**src/rtl/shared_reg_arbiter.sv**
```systemverilog
// shared_reg_arbiter: round-robin owner of one shared WIDTH-bit register.
// Optional macro SHARED_REG_ARBITER_STATS_EN adds per-requester grant counts.
//
// Ports:
//   clk         clock, all state updates on posedge
//   reset       synchronous active-high reset
//   req[N]      request / write-valid per requester
//   lock[N]     keep ownership after the current write
//   wdata[N*W]  write data, requester i at [i*WIDTH +: WIDTH]
//   gnt[N]      registered one-hot grant, zero when idle
//   q[W]        shared register value
//   busy        high while a requester owns the register
//   timeout     one-cycle pulse after a forced release
//   grant_count (STATS_EN only) 8-bit saturating grant count per requester
module shared_reg_arbiter #(
    parameter int N        = 4,
    parameter int WIDTH    = 4,
    parameter int MAX_HOLD = 8
) (
    input  logic               clk,
    input  logic               reset,
    input  logic [N-1:0]       req,
    input  logic [N-1:0]       lock,
    input  logic [N*WIDTH-1:0] wdata,
    output logic [N-1:0]       gnt,
    output logic [WIDTH-1:0]   q,
    output logic               busy,
    output logic               timeout
`ifdef SHARED_REG_ARBITER_STATS_EN
    ,
    output logic [N*8-1:0]     grant_count
`endif
);

    localparam int PW = $clog2(N);
    localparam int CW = $clog2(MAX_HOLD + 1);
    localparam logic [PW-1:0] LAST = PW'(N - 1);
    localparam logic [CW-1:0] CMAX = CW'(MAX_HOLD);

    typedef enum logic {
        IDLE,
        OWNED
    } state_t;

    state_t            state, state_n;
    logic [N-1:0]      gnt_n;
    logic [WIDTH-1:0]  q_n;
    logic [PW-1:0]     ptr, ptr_n;
    logic [CW-1:0]     cnt, cnt_n;
    logic              timeout_n;

    logic              found;
    logic [PW-1:0]     sel;
    logic [PW-1:0]     idx;
    logic [PW-1:0]     own;
    logic              reqo;
    logic              locko;
    logic [WIDTH-1:0]  wsel;
    logic              rel;

    // Rotating search starting just after the last owner.
    always_comb begin
        found = 1'b0;
        sel   = '0;
        idx   = ptr;
        for (int k = 0; k < N; k++) begin
            idx = (idx == LAST) ? '0 : idx + PW'(1);
            if (!found && req[idx]) begin
                found = 1'b1;
                sel   = idx;
            end
        end
    end

    // Owner's request, lock and data, taken from the one-hot grant.
    always_comb begin
        own   = '0;
        reqo  = 1'b0;
        locko = 1'b0;
        wsel  = '0;
        for (int i = 0; i < N; i++) begin
            if (gnt[i]) begin
                own   = PW'(i);
                reqo  = req[i];
                locko = lock[i];
                wsel  = wdata[i*WIDTH +: WIDTH];
            end
        end
    end

    assign rel = !reqo || !locko || (cnt == CMAX);

    always_comb begin
        state_n   = state;
        gnt_n     = gnt;
        q_n       = q;
        ptr_n     = ptr;
        cnt_n     = cnt;
        timeout_n = 1'b0;
        unique case (state)
            IDLE: begin
                if (found) begin
                    state_n = OWNED;
                    gnt_n   = {{(N-1){1'b0}}, 1'b1} << sel;
                    cnt_n   = CW'(1);
                end
            end
            OWNED: begin
                if (reqo) begin
                    q_n = wsel;
                end
                if (rel) begin
                    state_n   = IDLE;
                    gnt_n     = '0;
                    ptr_n     = own;
                    // Forced release only: owner still wanted to keep it.
                    timeout_n = reqo && locko && (cnt == CMAX);
                end else begin
                    cnt_n = cnt + CW'(1);
                end
            end
            default: begin
                state_n = IDLE;
                gnt_n   = '0;
            end
        endcase
    end

    always_ff @(posedge clk) begin
        if (reset) begin
            state   <= IDLE;
            gnt     <= '0;
            q       <= '0;
            ptr     <= LAST;
            cnt     <= '0;
            timeout <= 1'b0;
        end else begin
            state   <= state_n;
            gnt     <= gnt_n;
            q       <= q_n;
            ptr     <= ptr_n;
            cnt     <= cnt_n;
            timeout <= timeout_n;
        end
    end

    assign busy = (state == OWNED);

`ifdef SHARED_REG_ARBITER_STATS_EN
    logic [N*8-1:0] gc_n;

    always_comb begin
        gc_n = grant_count;
        if (state == IDLE && found) begin
            for (int i = 0; i < N; i++) begin
                if (sel == PW'(i) && grant_count[i*8 +: 8] != 8'hFF) begin
                    gc_n[i*8 +: 8] = grant_count[i*8 +: 8] + 8'd1;
                end
            end
        end
    end

    always_ff @(posedge clk) begin
        if (reset) begin
            grant_count <= '0;
        end else begin
            grant_count <= gc_n;
        end
    end
`endif

endmodule

```
**config.mk**
```make
export PLATFORM = sky130hd
export DESIGN_NAME = shared_reg_arbiter
export DESIGN_NICKNAME = d
export VERILOG_FILES = /design/src/rtl/shared_reg_arbiter.sv
export SDC_FILE = /design/constraint.sdc
export NUM_CORES = 1
export LEC_CHECK = 0
export CAP_MARGIN = 20
export CORE_MARGIN = 8
export CORE_UTILIZATION = 35
export CTS_CLUSTER_DIAMETER = 200
export DETAILED_ROUTE_END_ITERATION = 7
export HOLD_SLACK_MARGIN = 0.15
export PLACE_DENSITY = 0.66
export SYNTH_ARGS = -nofsm -noshare
export SYNTH_HDL_FRONTEND = slang
export SYNTH_SLANG_ARGS = --single-unit
```
**constraint.sdc**
```tcl
create_clock -name clk -period 2.39 [get_ports clk]
set_input_delay 0.478 -clock clk [delete_from_list [all_inputs] [get_ports clk]]
set_output_delay 0.478 -clock clk [all_outputs]
set_load 0.02 [all_outputs]
```
==> metrics.txt <==
post-route antenna net violation count=0; status=finished, final reports clean; CP endpoint kind=flop; clk_skew=0.00300 ns; I/O Buffers=35; cell area after layout=roughly 1600 um^2; CTS H-tree depth=1; worst r2r dst=gnt[0]; Worst path slowest cell=ha_1; top-area cell type share of the netlist area=a little over a quarter; DR WL/cell=~14 um; vias=roughly 1,200; Max Slew Vio Count=0; setup bufs post-CTS=0; post-CTS resize count=0; DR pass1 iterations=4; Hold Crit Endpoint=ptr[1]; Arr. time, crit path=2.47 ns; CTS Buf Count=3; Congestion Overflow GR=0; fin crit period=2.23 ns; WP data required=2.63 ns; r2r setup slk=between 0.15 and 0.2 ns; CTS sink count=16; num ports=36; count leader, synth=nor2_1; Stages on worst setup path=8; Worst-path clk slew=about 0.1 ns; distinct cell type count after synthesis=54; worst skew pair latency=0.29 ns; R2R depth=8; die width=roughly 75 um; Fin Setup TNS=0 ns; DP Area=between 1500 and 2000 um^2; final core utilization=between 40% and 50%; Hold-fix buffers, CTS=0; worst path bufs/invs=1; GP Congestion=roughly 0.86; CP startpoint kind=flop; Syn Area/Cell=slightly above 8 um^2; WHS=slightly above 0.5 ns; Place WS=-0.0371 ns; post-detail-place hpwl=roughly 2600 um; unrepaired setup endpoints after global routing=false; # rows=21; register area share after synthesis=a little over a quarter; Tot Pwr=~1 mW; fin crit share=between 90 and 100%; power per cell area=just over 600 nW/um^2; synth top area cells=dfxtp_1, nor2_1, buf_6; Post-Layout Cell Count=230; share of cells above drive strength 1=around 15%; Total Wirelength=approximately 3300 um; Worst Hold Class=reg -> reg; setup violators final=0; Die ar.=between 5000 and 6000 um^2; ANT cells=0; Core ar.=3340 um^2; Max IR drop VDD=0.420 mV; Syn Nets=176; drt via density=~5.4; Final Hold Fails=0; post-route DRC violation count=0; Primary FF master, synth=dfxtp_1; area leader, netlist=dfxtp_1; gr usage total=between 10% and 20%; Slew Limit Headroom=around two thirds; CP max FO=11; crit path kind=reg -> reg; Placed Instances=226; Die Span Y=74.8 um; antenna violations before repair=0; cell family with most CP delay=compound AO/OA/AOI/OAI gates; worst hold path cell count=2; worst path cell trace=ha_1 -> buf_4 -> a21bo_1 -> o211ai_1 -> a221oi_1 -> a21o_2 -> a2111oi_2 -> a22o_1; first-pass GRT wire length=5410 um; synthesis-to-layout area growth=35.5%; starting DRC count in detailed routing=a little over 90; Yosys warnings=0; crit-path max cell delay=between 0.4 and 0.5 ns; clock tree buffer depth=2; static leakage=between 0.5 and 0.6 nW; root buf cell=clkbuf_4; register bit total from synthesis=16; Slew @ Worst Pin=0.506 ns; Post-Syn Area=between 1000 and 1500 um^2; FFs w/ async S/R, synth=0%; CTS tree=built; max cap viols=0; R2R Path Start=ptr[0]; top cells by count, synth=nor2_1, dfxtp_1, nand2_1; Post-synth EDFFs=0; initial cell density of the core=36.3%; vias in the first global route=about 1,200; Max Fclk=approximately 0.45 GHz; hold_sp=ptr[1]; Cells after Synth=between 100 and 150; fillers=about 350; worst setup margin=between 0.15 and 0.2 ns; final net count=214; largest net degree at the start of global routing=17
==> registers in the layout, summed over array words and instances (netlist names) <==
name	count
busy	1
cnt	4
gnt	4
ptr	2
q	4
timeout	1
==> worst max-delay path by stage <==
stage	from	endpoint	slack (ns)
6_report	ptr[0]	gnt[0]	0.16
5_1_grt	ptr[0]	gnt[2]	0.04
4_1_cts	ptr[0]	gnt[0]	0.16
3_5_place_dp	req[3]	cnt[3]	-0.04
3_3_place_gp	req[3]	cnt[1]	0.007
2_1_floorplan	ptr[0]	gnt[2]	0.42
==> layout make-up <==
cell class / instances / area, um^2 / share of cell area (%)
tap: 46 / 57.6 / 3.51
multi-input combinational: 112 / 777 / 47.4
sequential: 16 / 320 / 19.5
clock buffer: 4 / 36.3 / 2.21
inverter: 8 / 30.0 / 1.83
timing repair buffer: 44 / 418 / 25.5
==> power breakdown <==
part           internal, mW  total (mW)  leakage (nW)  switching, mW
logic                 0.229       0.479         0.440          0.250
clock network        0.0928       0.183        0.0210         0.0903
registers             0.296       0.336         0.131         0.0400
total                 0.618       0.998         0.591          0.380
==> worst reg2reg max path, cell delays in order (launching register included) <==
cell and delay (ns):
dfxtp_1 0.32, ha_1 0.43, buf_4 0.20, a21bo_1 0.20, o211ai_1 0.11, a221oi_1 0.11, a21o_2 0.22, a2111oi_2 0.40
a22o_1 0.19
==> logic make-up after synthesis <==
logic type	synth area share (%)
flops	26.5
mux	1.65
compound gates	30.9
simple gates	27.1
xor+xnor	1.45
buf+inv	9.31
fa+ha+maj	3.10
==> placed cells by master, fill, tap and decap left out, drive strengths merged, types with 2 or more instances in the layout <==
| master | instances |
|---|---|
| buf | 9 |
| clkdlybuf4s50 | 35 |
| o21ai | 6 |
| xnor2 | 2 |
| mux2i | 2 |
| clkbuf | 4 |
| inv | 8 |
| dfxtp | 16 |
| and3 | 2 |
| a22o | 2 |
| o211ai | 4 |
| nor3 | 8 |
| a21oi | 7 |
| nor4b | 2 |
| nand4 | 2 |
| a211oi | 5 |
| nor2 | 18 |
| ha | 3 |
| nor4 | 2 |
| a21o | 2 |
| nand2 | 12 |
| o31ai | 2 |
| a221oi | 5 |
| nand2b | 2 |
| o2bb2ai | 2 |
| nor2b | 4 |
==> routing by layer <==
metal / vias up / global-route usage (%) / share of wire, %
met1: 602 / 14.0 / 43
met5: - / 0 / 0
met4: 0 / 1.96 / 0.51
met3: 2 / 3.99 / 4.2
li1: 623 / - / -
met2: 15 / 21.4 / 52
Note: power is estimated with default switching activity, not from simulation.
